===== src/rtl/parking_time_tracker.sv =====
// ---------------------------------------------------------------------------
// parking_time_tracker
//
// Feeds the parking-duration subtractor stage. The block keeps a prescaled,
// free-running time counter and an entry timestamp for each slot. When a car
// leaves, it presents the slot's (entry, exit) timestamp pair downstream. The
// block also owns the slot occupancy bitmap and the full/empty flags.
//
// Duration arithmetic is not done here. The subtractor works modulo
// 2^TIME_W, so durations of 2^TIME_W units or more alias.
//
// Ports:
//   clk        in   system clock, rising edge
//   rst_n      in   asynchronous active-low reset
//   car_in     in   entry request, sampled while req_ready=1
//   car_out    in   exit request, sampled while req_ready=1
//   slot_id    in   slot addressed by car_in/car_out
//   req_ready  out  a request can be accepted this cycle (IDLE)
//   time_in    out  entry timestamp of the exiting car
//   time_out   out  exit timestamp of the exiting car
//   pair_valid out  time_in/time_out are valid
//   pair_ready in   downstream accepts the pair
//   occupied   out  occupancy bitmap, bit i = slot i taken
//   full       out  every slot occupied
//   empty      out  no slot occupied
//   err        out  one-cycle pulse: the previous cycle's request was rejected
//   cur_time   out  current time counter
//
// Handshake: the pair transfers on a cycle where pair_valid and pair_ready
// are both high. While pair_valid is high, time_in and time_out stay stable.
// pair_valid is never withdrawn until that transfer happens. Requests are
// accepted only while req_ready=1. While a pair is pending, car_in and
// car_out are ignored and do not raise err.
// ---------------------------------------------------------------------------
module parking_time_tracker #(
  parameter int SLOTS    = 8,
  parameter int SLOT_W   = 3,
  parameter int TIME_W   = 8,
  parameter int TICK_DIV = 4
) (
  input  logic              clk,
  input  logic              rst_n,
  input  logic              car_in,
  input  logic              car_out,
  input  logic [SLOT_W-1:0] slot_id,
  output logic              req_ready,
  output logic [TIME_W-1:0] time_in,
  output logic [TIME_W-1:0] time_out,
  output logic              pair_valid,
  input  logic              pair_ready,
  output logic [SLOTS-1:0]  occupied,
  output logic              full,
  output logic              empty,
  output logic              err,
  output logic [TIME_W-1:0] cur_time
);

  // When TICK_DIV=1 the prescaler is a single bit that stays at 0.
  // A tick then fires on every clock.
  localparam int PRE_W = (TICK_DIV > 1) ? $clog2(TICK_DIV) : 1;
  localparam logic [PRE_W-1:0] PRE_MAX = PRE_W'(TICK_DIV - 1);

  typedef enum logic {
    IDLE = 1'b0,
    HOLD = 1'b1
  } state_t;

  state_t state;
  state_t state_nx;

  logic [PRE_W-1:0]  prescaler;
  logic              tick;
  logic [TIME_W-1:0] stamp [SLOTS];

  logic slot_ok;
  logic slot_busy;
  logic any_req;
  logic entry_ok;
  logic exit_ok;
  logic reject;
  logic handshake;

  // -------------------------------------------------------------------------
  // Time base
  // -------------------------------------------------------------------------
  assign tick = (prescaler == PRE_MAX);

  always_ff @(posedge clk or negedge rst_n) begin
    if (!rst_n) begin
      prescaler <= '0;
      cur_time  <= '0;
    end else begin
      if (tick) begin
        prescaler <= '0;
        // cur_time wraps naturally from 2^TIME_W-1 to 0.
        cur_time  <= cur_time + 1'b1;
      end else begin
        prescaler <= prescaler + 1'b1;
      end
    end
  end

  // -------------------------------------------------------------------------
  // Request decode
  // -------------------------------------------------------------------------
  // slot_id can address past the last slot when SLOTS is not a power of two.
  // The bitmap lookup is masked by slot_ok, so an out-of-range index has no
  // effect.
  always_comb begin
    slot_ok   = (32'(slot_id) < 32'(SLOTS));
    slot_busy = 1'b0;
    if (slot_ok) begin
      slot_busy = occupied[slot_id];
    end
  end

  assign any_req   = car_in | car_out;
  assign entry_ok  = (state == IDLE) &&  car_in && !car_out && slot_ok && !slot_busy;
  assign exit_ok   = (state == IDLE) && !car_in &&  car_out && slot_ok &&  slot_busy;
  // Any request in IDLE that is not a clean entry or exit gets rejected.
  assign reject    = (state == IDLE) && any_req && !entry_ok && !exit_ok;
  assign handshake = pair_valid && pair_ready;

  // -------------------------------------------------------------------------
  // FSM: IDLE accepts requests; HOLD presents a pair until it is taken
  // -------------------------------------------------------------------------
  always_ff @(posedge clk or negedge rst_n) begin
    if (!rst_n) begin
      state <= IDLE;
    end else begin
      state <= state_nx;
    end
  end

  always_comb begin
    state_nx = state;
    case (state)
      IDLE: begin
        if (exit_ok) begin
          state_nx = HOLD;
        end
      end
      HOLD: begin
        if (handshake) begin
          state_nx = IDLE;
        end
      end
      default: state_nx = IDLE;
    endcase
  end

  assign req_ready = (state == IDLE);

  // -------------------------------------------------------------------------
  // Occupancy bitmap and entry timestamps
  // -------------------------------------------------------------------------
  // A stamp takes cur_time as it is in the accepting cycle. If a tick lands
  // in that same cycle, the stamp holds the pre-increment value.
  always_ff @(posedge clk or negedge rst_n) begin
    if (!rst_n) begin
      occupied <= '0;
      for (int i = 0; i < SLOTS; i++) begin
        stamp[i] <= '0;
      end
    end else begin
      for (int i = 0; i < SLOTS; i++) begin
        if (entry_ok && (32'(slot_id) == 32'(i))) begin
          occupied[i] <= 1'b1;
          stamp[i]    <= cur_time;
        end else if (exit_ok && (32'(slot_id) == 32'(i))) begin
          occupied[i] <= 1'b0;
        end
      end
    end
  end

  assign full  = &occupied;
  assign empty = ~|occupied;

  // -------------------------------------------------------------------------
  // Output pair and error pulse
  // -------------------------------------------------------------------------
  always_ff @(posedge clk or negedge rst_n) begin
    if (!rst_n) begin
      time_in    <= '0;
      time_out   <= '0;
      pair_valid <= 1'b0;
    end else begin
      if (exit_ok) begin
        // exit_ok is only possible in IDLE, so this never overwrites a
        // pair that is still pending.
        time_in    <= stamp[slot_id];
        time_out   <= cur_time;
        pair_valid <= 1'b1;
      end else if (handshake) begin
        pair_valid <= 1'b0;
      end
    end
  end

  always_ff @(posedge clk or negedge rst_n) begin
    if (!rst_n) begin
      err <= 1'b0;
    end else begin
      err <= reject;
    end
  end

endmodule


===== config.mk =====
export PLATFORM = sky130hd
export DESIGN_NAME = parking_time_tracker
export DESIGN_NICKNAME = d
export VERILOG_FILES = /design/src/rtl/parking_time_tracker.sv
export SDC_FILE = /design/constraint.sdc
export NUM_CORES = 1
export LEC_CHECK = 0
export BUFFER_PORTS_ARGS = -buffer_cell sky130_fd_sc_hd__buf_2
export CAP_MARGIN = 0
export CORE_MARGIN = 5
export CORE_UTILIZATION = 29
export CTS_BUF_LIST = sky130_fd_sc_hd__clkbuf_16
export DETAILED_ROUTE_END_ITERATION = 10
export GPL_TIMING_DRIVEN = 0
export PLACE_DENSITY = 0.52
export SLEW_MARGIN = 30
export SYNTH_ARGS = -nofsm -noshare
export SYNTH_HDL_FRONTEND = slang
export SYNTH_SLANG_ARGS = --single-unit

===== constraint.sdc =====
create_clock -name clk -period 1.7 [get_ports clk]
set_input_delay 0.255 -clock clk [delete_from_list [all_inputs] [get_ports clk]]
set_output_delay 0.255 -clock clk [all_outputs]
set_load 0.005 [all_outputs]

# == After elaboration in Yosys (flattened, before gate mapping) ==
# Cells that the tools add are included.
# word_totals
ff_bits,101
word_cells,109
input_bits,8
rom_bits,0
mem_bits_rw,0
latch_bits,0
n_memories,0
# op_classes
div_mod_pow,0
mul,0
n_addsub,2
n_reduce_logical,44
bitwise_logic,3
n_lt_le_gt_ge,2
muxes,27
eq_ne,8
shifts,0
# ops
operator,count
logical AND 1 bit,26
binary-select mux 8 bit (select 3 bit),1
two-way mux 1 bit,21
nonzero test 2 bit,9
two-way mux 8 bit,2
equality test 3 bit (second input constant),4
adder 8 x 1 -> 8 bit (second input constant),1
AND reduction 8 bit,1
OR reduction 8 bit,1
equality test 3 x 2 -> 1 bit (second input constant),2
logical NOT 1 bit,6
>= comparator 4 bit (second input constant),1
less-than comparator 3 x 4 -> 1 bit (second input constant),1
NOT 3 -> 4 bit,1
binary-select mux 1 bit (select 3 bit),1
equality test 3 x 1 -> 1 bit (second input constant),1
logical NOT 3 bit,1
adder 2 x 1 -> 2 bit (second input constant),1
equality test 2 bit (second input constant),1
two-way mux 2 bit,1
one-hot mux 1 bit (2 select lines),1
NOT 1 bit,1
bitwise OR 1 bit,1

# == Depth between registers and ports, before layout ==
# Gate-level depths: netlist of run 1.
# depth
depth_word,7
mapped_depth,6
ltp_nobuf,4

# == Worst setup path before layout of run 1 ==
# Ideal clock, no wire load.
# synth_timing
path_kind,input to register
startpoint,input slot_id[0]
endpoint,register time_in[5]
setup_time_ps,127
t_required_ps,1573
n_path_buf,2
path_stages,5
slack_ps,-57
arrival_ps,1630
cell_sequence,buf_6 > buf_2 > mux4_2 > mux2_2 > mux2_1
# synth_via
elab_chain_cells,4
# synth_lines
element,line,source
start: declaration,45,"input logic [SLOT_W-1:0] slot_id,"
NOT 3 -> 4 bit (not written as such),192,time_in <= stamp[slot_id];
binary-select mux 8 bit (select 3 bit),192,
two-way mux 8 bit (not written as such) (2 in series),192,
end signal: assignment,192,
end: declaration,47,"output logic [TIME_W-1:0] time_in,"
# Parallel ways exist; a longest one is shown, timed or not. The select of a mux whose other input is x is not followed.
# A chain may end at the register's enable or synchronous reset.

# == Worst setup path in the final report of run 1 ==
# layout_timing
startpoint,register occupied[6]
endpoint,output empty
# layout_via
elab_chain_cells,2
# layout_lines
element,line,source
start: declaration,51,"output logic [SLOTS-1:0] occupied,"
start signal: assignment,161,occupied <= '0;
start signal: indexed assignment,168,occupied[i] <= 1'b1;
start signal: indexed assignment,171,occupied[i] <= 1'b0;
OR reduction 8 bit,178,assign empty = ~|occupied;
logical NOT 1 bit,178,
end: declaration,53,"output logic empty,"
# Every way passes these cells.

==> insert_results.sql, run 1 <==
INSERT INTO impl_metrics (metric_group, metric, value, unit) VALUES
('run_status', 'outcome', 'finished, violations left', ''),
('run_status', 'violations_in_the_final_reports', 'setup timing', ''),
('yosys', 'fraction_of_the_yosys_area_taken_by_sequential_cells', '55.8', '%'),
('drt', 'finalWirelength', '10.7', 'mm'),
('worst_setup_path', 'cp_max_fo', '6', ''),
('timing', 'worst_slack_setup_final', '-0.0327', 'ns'),
('cells_and_area', 'antennaDiodeCount', '0', ''),
('global_routing', 'number_of_global_route_vias_before_repair', '2985', ''),
('timing', 'clock-skew-final', '0.00554', 'ns'),
('cells_and_area', 'finalCoreUtilization', '37.3', '%'),
('timing', 'report.final.slew_viol_count', '0', ''),
('yosys', 'synth_area_per_cell', '14.7', 'sq um'),
('flow_run', 'maxCapViolCount', '0', ''),
('cells_and_area', 'synth_to_final_area_change', '25.6', '%'),
('clock_tree', 'clk_root_buffer_cell', 'clkbuf_16', ''),
('global_routing', 'grt_antenna_before_repair', '0', ''),
('floorplanning', 'initial_utilization', '29.7', '%'),
('worst_setup_path', 'rr_worst_depth', '4', ''),
('worst_setup_path', 'cp.arrival', '1.48', 'ns'),
('yosys', 'netlist_area', '4530', 'sq um'),
('yosys', 'async_flop_share', '100', '%'),
('worst_setup_path', 'worst_setup_path_start_kind', 'register', ''),
('timing', 'max_slew.worst_pin.slew', '0.744', 'ns'),
('worst_setup_path', 'origin_of_the_critical_flop_to_flop_path', 'state', ''),
('clock_tree', 'cts.clk_slew.worst_paths', '0.06', 'ns'),
('floorplanning', 'die_h', '135', 'um'),
('power', 'cellPowerDensity', '859', 'nW/um^2'),
('placement', 'place.detailed.instances', '563', ''),
('drt', 'first_iter_violations', '122', ''),
('drt', 'via_per_inst', '4.69', ''),
('yosys', 'synth_seq_cells', '101', ''),
('global_routing', 'grt-busiest-layer', 'met2', ''),
('timing', 'min_period', '1.73', 'ns'),
('timing', 'finalSetupTns', '-0.145', 'ns'),
('clock_tree', 'cts_buffers', '9', ''),
('timing', 'slew_headroom', '50.4', '%'),
('cells_and_area', 'final_cells', '603', ''),
('clock_tree', 'clock_insertion_delay_worst_skew', '0.34', 'ns'),
('floorplanning', 'core_area', '15300', 'sq um'),
('floorplanning', 'design.portCount', '45', ''),
('yosys', 'postSynthCellCount', '308', ''),
('floorplanning', 'std_cell_rows', '45', ''),
('global_routing', 'grt_max_degree', '69', ''),
('cells_and_area', 'area_of_the_multi_input_gates', '2060', 'sq um'),
('global_routing', 'met1_usage', '16.2', '%'),
('worst_setup_path', 'worst_setup_path_end_kind', 'output port', ''),
('worst_setup_path', 'rr_endpoint', 'stamp[62]', ''),
('worst_setup_path', 'setup.worst_path.class', 'reg2out', ''),
('placement', 'detailedPlace.worstSlack', '-0.462', 'ns'),
('clock_tree', 'cts_tree', 'yes', ''),
('clock_tree', 'cts-htree-levels', '3', ''),
('global_routing', 'grtUsageMet2', '19.6', '%'),
('worst_setup_path', 'critical-path-max-stage-delay', '0.47', 'ns'),
('global_routing', 'grt_pass1_wl', '16.7', 'mm'),
('drt', 'dr_total_vias', '2826', ''),
('timing', 'period_share', '102', '%'),
('timing', 'hold_slack', '0.121', 'ns'),
('power', 'total_leakage_power', '2.69', 'nW'),
('placement', 'port_buffers', '43', ''),
('drt', 'routedWlPerCell', '17.7', 'um'),
('global_routing', 'grt_util_met3', '3.54', '%'),
('timing', 'setup_violations', '9', ''),
('worst_setup_path', 'cp-endpoint', 'empty', ''),
('clock_tree', 'clockBufferDepth', '2', ''),
('timing', 'fmax', '577', 'MHz'),
('yosys', 'yosys_most_used_dff', 'dfrtp_1', ''),
('clock_tree', 'tritoncts_num_sinks', '101', ''),
('yosys', 'synth_edf_count', '0', ''),
('placement', 'gp_congestion', '0.723', ''),
('floorplanning', 'die_width', '135', 'um'),
('placement', 'detailedPlacementHpwl', '6.79', 'mm');
cells in the mapped netlist, drive strengths merged (2+ instances only):
cell type    n  area [sq um]
xnor2        4          35.0
a21o         7          52.6
mux4        16           360
xor2         3          26.3
a22oi        2          25.0
buf          9          58.8
mux2        89          1000
inv          4          15.0
nand2       14          52.6
mux2i        4          40.0
dfrtp      101          2530
nor2         7          26.3
nand3        9          45.0
clkbuf       9          33.8
o21ai        7          35.0
ha           2          25.0
nand4        6          52.6
nand2b       2          12.5
or4          2          15.0
nor2b        2          12.5
where the power goes:
part / switching, mW / leakage, nW / total [mW] / internal, mW
logic: 0.288 / 1.23 / 0.562 / 0.274
clock network: 0.804 / 0.118 / 1.74 / 0.941
registers: 0.0712 / 1.34 / 2.58 / 2.51
layer usage:
layer	vias up	part of all wire [%]
met1	1474	48
met4	0	0.86
met5	-	0
met2	44	47
met3	6	3.6
li1	1302	-
per-stage QoR:
| stage | area [sq um] | power, mW |
|---|---|---|
| floorplan | 4530 | 2.86 |
| CTS | 5490 | 4.92 |
| detailed placement | 5040 | 3.10 |
| global placement | 5010 | 3.08 |
| finish | 5690 | 4.88 |
| global route | 5690 | 5.12 |
cells in the final DEF, fill, tap and decap left out, types with 2 or more instances in the layout:
| master | instances |
|---|---|
| a21o_1 | 7 |
| a22oi_2 | 2 |
| buf_1 | 2 |
| buf_2 | 43 |
| buf_4 | 29 |
| buf_6 | 4 |
| clkbuf_1 | 9 |
| clkbuf_16 | 9 |
| dfrtp_1 | 95 |
| dfrtp_2 | 6 |
| ha_1 | 2 |
| inv_1 | 5 |
| mux2_1 | 9 |
| mux2_2 | 80 |
| mux2i_4 | 4 |
| mux4_2 | 16 |
| nand2_1 | 14 |
| nand2b_1 | 2 |
| nand3_2 | 2 |
| nand3_4 | 7 |
| nand4_1 | 5 |
| nor2_1 | 6 |
| nor2b_1 | 2 |
| o21ai_0 | 7 |
| or4_1 | 2 |
| xnor2_1 | 4 |
| xor2_1 | 3 |
worst max-delay path, delay by kind of cell, from the launching register on:
family                 cells  cell delay, ns
buffers and inverters      1            0.11
flip-flops                 1            0.45
AND/OR/NAND/NOR            2            0.57
sequential cells by signal, indices dropped and copies added, names as in the netlist:
register / flops
time_out: 8
state: 1
cur_time: 8
pair_valid: 1
err: 1
occupied: 8
time_in: 8
stamp: 64
prescaler: 2
cell families (layout without fill, tap and decap cells):
group,count (synthesis),count (layout),synth area share (%)
XOR/XNOR,7,7,1.35
AO/OA/AOI/OAI,21,21,3.34
AND/OR/NAND/NOR,46,47,5.61
flip-flops,101,101,55.8
multiplexers,109,109,31.0
adder cells (fa/ha/maj),2,2,0.552
buffers and inverters,22,105,2.38
timing repair:
item                                   4_1_cts  5_1_grt
setup buffers                                9       18
endpoints found under the hold margin       33        0
pin swaps                                    4        5
setup endpoints to repair                   88       83
resized for setup                           26       15
hold buffers                                 1        0
gates cloned                                 0        1
final cells by class:
cell class / instances / share of cell area [%]
flip-flops and latches: 101 / 44.6
multi-input cells: 186 / 36.3
repair buffers: 72 / 8.18
well taps: 211 / 4.64
clock buffers: 9 / 3.96
plain buffers: 18 / 1.96
inverters: 4 / 0.264
clock inverters: 2 / 0.132
worst min path at each step:
stage | start | end | depth (start not counted)
3_3_place_gp | prescaler[0] | prescaler[0] | 1
3_5_place_dp | rst_n | time_out[5] | 1
2_1_floorplan | rst_n | cur_time[0] | 0
5_1_grt | pair_ready | pair_valid | 2
6_report | pair_ready | pair_valid | 2
4_1_cts | pair_ready | pair_valid | 2
Power figures use the tool's default switching activity.
==> inputs of run 2 (changes only) <==
==> constraint.sdc (replaced) <==
create_clock -name clk -period 1.95 [get_ports clk]
set_input_delay 0.2925 -clock clk [delete_from_list [all_inputs] [get_ports clk]]
set_output_delay 0.2925 -clock clk [all_outputs]
set_load 0.005 [all_outputs]
==> insert_results.sql, run 2 (synthesis results as in run 1) <==
INSERT INTO impl_metrics (metric_group, metric, value, unit) VALUES
('run_status', 'outcome', 'finished, violations left', ''),
('run_status', 'violations_in_the_final_reports', 'setup timing', ''),
('timing', 'finalHoldViolations', '0', ''),
('cells_and_area', 'flip_flop_count_of_the_largest_register_all_copies_and_words_added', '64', ''),
('power', 'peakVddDrop', '0.541', 'mV'),
('floorplanning', 'design.portCount', '45', ''),
('timing', 'min_period', '2.05', 'ns'),
('placement', 'detailedPlacementHpwl', '6.82', 'mm'),
('worst_hold_path', 'timing.hold.worst.class', 'in2reg', ''),
('drt', 'antenna_left', '0', ''),
('worst_setup_path', 'critPathRequiredTime', '2.17', 'ns'),
('cells_and_area', 'antennaDiodeCount', '0', ''),
('cells_and_area', 'final_nets', '375', ''),
('drt', 'drcViolationCount', '0', ''),
('cells_and_area', 'drive_gt1_share', '45.7', '%'),
('timing', 'max_slew.worst_pin.slew', '0.799', 'ns'),
('placement', 'gp_congestion', '0.732', ''),
('clock_tree', 'cts-htree-levels', '3', ''),
('timing', 'slew_headroom', '46.8', '%'),
('global_routing', 'number_of_global_route_vias_before_repair', '2870', ''),
('drt', 'finalWirelength', '10.2', 'mm'),
('clock_tree', 'clockBufferDepth', '2', ''),
('timing', 'clock-skew-final', '0.00509', 'ns'),
('floorplanning', 'die_h', '135', 'um'),
('drt', 'wl_met3', '355', 'um'),
('worst_setup_path', 'setup.worst_path.class', 'reg2reg', ''),
('timing', 'finalSetupTns', '-1.74', 'ns'),
('cells_and_area', 'mostFrequentLayoutCell', 'dfrtp_1', ''),
('cells_and_area', 'synth_to_final_area_change', '18.8', '%'),
('floorplanning', 'core_area', '15300', 'sq um'),
('timing', 'period_share', '105', '%'),
('cells_and_area', 'finalCoreUtilization', '35.3', '%'),
('worst_setup_path', 'critPathSlowestCell', 'nand3_1', ''),
('timing', 'fmax', '488', 'MHz'),
('drt', 'routedWlPerCell', '17.6', 'um'),
('worst_setup_path', 'origin_of_the_critical_flop_to_flop_path', 'state', ''),
('cells_and_area', 'commonest_non_fill_non_tap_cells_in_the_layout', 'dfrtp_1, mux2_2, buf_2, mux4_2, nand2_1', ''),
('drt', 'dr_total_vias', '2701', ''),
('timing', 'worst_slack_setup_final', '-0.0989', 'ns'),
('global_routing', 'grt_antenna_before_repair', '0', ''),
('clock_tree', 'cts.clk_slew.worst_paths', '0.07', 'ns'),
('worst_setup_path', 'worstPathCellList', 'nor4b_2 > nand3_1 > mux2_2', ''),
('clock_tree', 'cts_tree', 'yes', ''),
('cells_and_area', 'final.fill_count', '1524', ''),
('timing', 'setup_repair_after_global_routing_missed_its_margin', 'true', ''),
('power', 'total_leakage_power', '2.57', 'nW'),
('placement', 'port_buffers', '43', ''),
('global_routing', 'grt_max_degree', '60', ''),
('drt', 'm1WireLength', '4.94', 'mm'),
('clock_tree', 'clk_root_buffer_cell', 'clkbuf_16', ''),
('drt', 'drtPass1Iterations', '4', ''),
('clock_tree', 'cts_buffers', '9', ''),
('worst_setup_path', 'ff2ff_setup_slack', '-0.1', 'ns'),
('timing', 'setup_violations', '24', ''),
('global_routing', 'gr-usage-all-layers', '12.0', '%'),
('worst_setup_path', 'worst_setup_path_end_kind', 'register', ''),
('drt', 'wl_met2', '4.85', 'mm'),
('worst_setup_path', 'cp.arrival', '2.27', 'ns'),
('floorplanning', 'initial_utilization', '29.7', '%'),
('floorplanning', 'die-area', '18200', 'sq um'),
('timing', 'report.final.slew_viol_count', '0', ''),
('worst_setup_path', 'worst_setup_path_start_kind', 'register', ''),
('global_routing', 'grt_pass1_wl', '16.4', 'mm'),
('worst_setup_path', 'rr_endpoint', 'stamp[11]', ''),
('floorplanning', 'std_cell_rows', '45', ''),
('worst_setup_path', 'worst_setup_path_startpoint', 'state', ''),
('worst_setup_path', 'cp_max_fo', '9', ''),
('power', 'cellPowerDensity', '815', 'nW/um^2'),
('worst_setup_path', 'cp-endpoint', 'stamp[11]', ''),
('drt', 'via_per_inst', '4.65', ''),
('drt', 'first_iter_violations', '142', ''),
('flow_run', 'maxCapViolCount', '0', ''),
('clock_tree', 'clock_insertion_delay_worst_skew', '0.34', 'ns'),
('cells_and_area', 'registers.top_by_ff_count', 'stamp', ''),
('clock_tree', 'tritoncts_num_sinks', '101', ''),
('drt', 'highest_layer', 'met4', ''),
('floorplanning', 'die_width', '135', 'um'),
('worst_setup_path', 'critical-path-max-stage-delay', '0.57', 'ns'),
('global_routing', 'grt_remaining_overflow', '0', ''),
('worst_setup_path', 'rr_worst_depth', '3', '');
run 2: changes by cell type in the layout (fill, tap and decap cells not counted), moves of 2 or more:
| cell | previous run | this run |
|---|---|---|
| dfrtp_2 | 6 | 0 |
| nand3_2 | 2 | 4 |
| mux2i_4 | 4 | 0 |
| buf_1 | 2 | 4 |
| dfrtp_1 | 95 | 101 |
| nand3_1 | 1 | 4 |
| buf_4 | 29 | 1 |
| mux2i_1 | 0 | 3 |
| nand3_4 | 7 | 1 |
| clkinv_1 | 1 | 3 |
run 2: how the worst min path moves through the flow:
stage / startpoint / endpoint / slack (ns) / cells after the start
3_5_place_dp: rst_n / time_out[5] / 0.25 / 1
3_3_place_gp: prescaler[0] / prescaler[0] / 0.42 / 1
5_1_grt: pair_ready / pair_valid / 0.17 / 2
6_report: pair_ready / pair_valid / 0.16 / 2
4_1_cts: pair_ready / pair_valid / 0.15 / 2
2_1_floorplan: rst_n / cur_time[0] / -0.003 / 0
run 2: where the power goes:
part	switching [mW]	internal, mW	total [mW]
combinational	0.224	0.193	0.416
sequential	0.0561	2.18	2.24
clock	0.753	0.975	1.73
total	1.03	3.35	4.38
run 2: area by class of cell:
type	count	area, sq um	area share, %
inverters	4	15.0	0.279
repair buffers	46	267	4.95
plain buffers	18	92.6	1.72
flip-flops and latches	101	2530	47.0
clock inverters	7	57.6	1.07
well taps	211	264	4.91
multi-input cells	185	1930	35.9
clock buffers	9	225	4.19
run 2: metal layers:
layer | GRT usage [%] | up-vias
met3 | 2.87 | 7
li1 | - | 1243
met5 | 0 | -
met4 | 3.36 | 0
met1 | 16.1 | 1411
met2 | 19.4 | 40
run 2: worst max-delay path, delay by kind of cell, from the launching register on:
kind,cells,cell delay [ns]
AND/OR/NAND/NOR,2,1.02
multiplexers,1,0.47
flip-flops,1,0.44
run 2: stage by stage:
step           area [sq um]  power [mW]  worst slack (ns)  instances  hold WS [ns]
3_5_place_dp           5040        2.70            -0.232        563         0.251
5_1_grt                5380        4.59            -0.201        581         0.172
4_1_cts                5360        4.46            -0.105        580         0.146
6_report               5380        4.38           -0.0989        581         0.159
3_3_place_gp           5010        2.68            -0.525        562         0.416
2_1_floorplan          4530        2.49             0.155        308      -0.00309
run 2: repair_timing:
action                                  4_1_cts  5_1_grt
pin swaps                                     0        1
endpoints found under the setup margin       64       51
hold buffers                                  1        0
buffers inserted                              0        1
hold endpoints to repair                     42        0
gates resized for setup                       4        3
==> inputs of run 3 (changes only) <==
--- a/config.mk
+++ b/config.mk
@@ -5,6 +5,7 @@
 export SDC_FILE = /design/constraint.sdc
 export NUM_CORES = 1
 export LEC_CHECK = 0
+export ABC_AREA = 1
 export BUFFER_PORTS_ARGS = -buffer_cell sky130_fd_sc_hd__buf_2
 export CAP_MARGIN = 0
 export CORE_MARGIN = 5
==> insert_results.sql, run 3 <==
INSERT INTO impl_metrics (metric_group, metric, value, unit) VALUES
('yosys', 'yosysWarningCount', '0', ''),
('worst_setup_path', 'worstPathCellList', 'buf_2 > inv_2 > buf_6 > nand2_1 > nor2_1 > nand3_2 > nand2_1 > nand2_1', ''),
('clock_tree', 'tritoncts_num_sinks', '101', ''),
('yosys', 'synth_nets', '608', ''),
('timing', 'clock-skew-final', '0.0102', 'ns'),
('drt', 'first_iter_violations', '512', ''),
('placement', 'port_buffers', '42', ''),
('floorplanning', 'core_area', '17100', 'sq um'),
('yosys', 'fraction_of_the_yosys_area_taken_by_sequential_cells', '50.5', '%'),
('power', 'design_power_total', '6.09', 'mW'),
('yosys', 'synth_edf_count', '0', ''),
('timing', 'min_period', '1.79', 'ns'),
('yosys', 'synth_area_leaders', 'dfrtp_1, nand2_1, nand4_1', ''),
('placement', 'place.detailed.instances', '866', ''),
('worst_setup_path', 'critPathRequiredTime', '2.19', 'ns'),
('placement', 'detailedPlace.worstSlack', '-0.203', 'ns'),
('global_routing', 'number_of_global_route_vias_before_repair', '4465', ''),
('worst_setup_path', 'critical-path-top-delay-family', 'simple AND/OR/NAND/NOR gates', ''),
('yosys', 'netlist.area_leader.share', '50.5', '%'),
('clock_tree', 'cts_buffers', '9', ''),
('placement', 'gp_congestion', '0.882', ''),
('cells_and_area', 'final_design_area_no_fill', '5870', 'sq um'),
('worst_setup_path', 'cp_max_fo', '10', ''),
('timing', 'setup_repair_after_global_routing_missed_its_margin', 'false', ''),
('cells_and_area', 'final_nets', '663', ''),
('worst_setup_path', 'rr_worst_depth', '6', ''),
('clock_tree', 'clock_insertion_delay_worst_skew', '0.36', 'ns'),
('drt', 'dr_total_vias', '4549', ''),
('worst_setup_path', 'cp.arrival', '2.03', 'ns'),
('worst_setup_path', 'critical-path-max-stage-delay', '0.70', 'ns'),
('timing', 'max_slew.worst_pin.slew', '0.907', 'ns'),
('global_routing', 'gr-usage-all-layers', '16.0', '%'),
('worst_setup_path', 'critPathSlowestCell', 'nor2_1', ''),
('timing', 'period_share', '91.6', '%'),
('cells_and_area', 'final_cells', '883', ''),
('yosys', 'yosys_most_used_dff', 'dfrtp_1', ''),
('cells_and_area', 'flip_flop_count_of_the_largest_register_all_copies_and_words_added', '64', ''),
('timing', 'worst_slack_setup_final', '0.163', 'ns'),
('clock_tree', 'clk_root_buffer_cell', 'clkbuf_16', ''),
('clock_tree', 'cts-htree-levels', '3', ''),
('floorplanning', 'die_width', '141', 'um'),
('cells_and_area', 'registers.top_by_ff_count', 'stamp', ''),
('timing', 'report.final.slew_viol_count', '0', ''),
('placement', 'detailedPlacementHpwl', '10.9', 'mm'),
('yosys', 'synth_seq_cells', '101', ''),
('cells_and_area', 'finalCoreUtilization', '34.3', '%'),
('timing', 'fmax', '560', 'MHz'),
('cells_and_area', 'commonest_non_fill_non_tap_cells_in_the_layout', 'nand2_1, dfrtp_1, nand4_1, nand3_1, buf_2', ''),
('run_status', 'outcome', 'finished clean', ''),
('worst_hold_path', 'timing.hold.worst.class', 'in2reg', ''),
('yosys', 'postSynthCellCount', '598', ''),
('drt', 'drcViolationCount', '0', ''),
('floorplanning', 'initial_utilization', '29.2', '%'),
('floorplanning', 'std_cell_rows', '48', ''),
('worst_hold_path', 'number_of_stages_on_the_worst_hold_path', '2', ''),
('floorplanning', 'die_h', '141', 'um'),
('placement', 'dpl_cell_area', '5530', 'sq um'),
('timing', 'hold_slack', '0.133', 'ns'),
('yosys', 'netlist_area', '5000', 'sq um'),
('drt', 'routedWlPerCell', '17.7', 'um'),
('cells_and_area', 'mostFrequentLayoutCell', 'nand2_1', ''),
('clock_tree', 'cts_tree', 'yes', ''),
('yosys', 'netlist_top_cells_count', 'nand2_1, dfrtp_1, nand4_1', ''),
('power', 'cellPowerDensity', '1040', 'nW/um^2'),
('drt', 'drtPass1Iterations', '5', ''),
('timing', 'setup_violations', '0', ''),
('cells_and_area', 'drive_gt1_share', '15.2', '%'),
('timing', 'finalHoldViolations', '0', ''),
('yosys', 'synth_area_per_cell', '8.36', 'sq um'),
('yosys', 'async_flop_share', '100', '%'),
('global_routing', 'grt_max_degree', '54', ''),
('clock_tree', 'cts.clk_slew.worst_paths', '0.07', 'ns'),
('global_routing', 'grt_remaining_overflow', '0', ''),
('worst_setup_path', 'origin_of_the_critical_flop_to_flop_path', 'state', ''),
('worst_setup_path', 'critical_path.most_common_cell', 'nand2_1', ''),
('worst_setup_path', 'critPathBufInv', '3', ''),
('drt', 'via_per_inst', '5.15', ''),
('yosys', 'synthMostInstantiatedCell', 'nand2_1', ''),
('drt', 'finalWirelength', '15.7', 'mm'),
('worst_setup_path', 'worst_setup_path_start_kind', 'input pin', ''),
('floorplanning', 'die-area', '20000', 'sq um'),
('timing', 'finalSetupTns', '0', 'ns'),
('cells_and_area', 'area_of_the_multi_input_gates', '2190', 'sq um'),
('worst_hold_path', 'worstHoldStart', 'pair_ready', ''),
('global_routing', 'grt_pass1_wl', '24.9', 'mm'),
('timing', 'slew_headroom', '39.3', '%'),
('worst_setup_path', 'critical_path_depth', '8', ''),
('worst_setup_path', 'worst_setup_path_end_kind', 'register', ''),
('clock_tree', 'clockBufferDepth', '2', ''),
('global_routing', 'grt_antenna_before_repair', '0', ''),
('cells_and_area', 'antennaDiodeCount', '0', ''),
('flow_run', 'maxCapViolCount', '0', ''),
('cells_and_area', 'final.fill_count', '1826', ''),
('power', 'peakVddDrop', '0.440', 'mV'),
('yosys', 'post-synth-top-area-cell', 'dfrtp_1', ''),
('power', 'total_leakage_power', '2.96', 'nW'),
('clock_tree', 'post_cts.repair.setup_buffers', '0', ''),
('yosys', 'synthDistinctLibCells', '25', ''),
('cells_and_area', 'sequential_cell_area', '2530', 'sq um'),
('drt', 'antenna_left', '0', ''),
('worst_setup_path', 'setup.worst_path.class', 'in2reg', ''),
('worst_setup_path', 'worst_setup_path_startpoint', 'slot_id[0]', ''),
('floorplanning', 'design.portCount', '45', ''),
('cells_and_area', 'synth_to_final_area_change', '17.3', '%');
## run 3: where the power goes
group	internal [mW]	switching, mW
registers	2.47	0.319
logic	0.510	0.862
clock network	1.03	0.896
total	4.01	2.08
## run 3: timing repair
action,in CTS,in global routing
setup endpoints to repair,0,49
hold buffers,1,0
gates resized for setup,0,7
endpoints found under the hold margin,48,0
## run 3: logic make-up after synthesis
kind of cell | synth area share (%)
compound gates | 0.901
xor+xnor | 1.23
fa+ha+maj | 0.500
buf+inv | 5.73
flops | 50.5
simple gates | 41.1
## run 3: path summary, 6_finish.rpt
kind,endpoint,slack [ns]
worst max-delay path,stamp[40],0.16
worst min-delay path,pair_valid,0.13
worst max register to register,stamp[50],0.19
worst min register to register,prescaler[0],0.44
max in group asynchronous,stamp[2],0.87
min in group asynchronous,stamp[41],0.45
## run 3: layer usage
layer	track usage, %	vias up	share of wire, %
met5	0	-	0
met4	5.00	0	1.7
met3	3.88	19	8.0
met2	23.7	180	44
met1	23.1	2197	46
li1	-	2153	-
## run 3: layout make-up
class,count,area share (%)
Sequential cell,101,43.1
Multi-Input combinational cell,438,37.4
Tap cell,225,4.80
Timing Repair Buffer,44,4.33
Buffer,44,4.05
Clock buffer,9,3.84
Clock inverter,7,1.54
Inverter,15,0.960
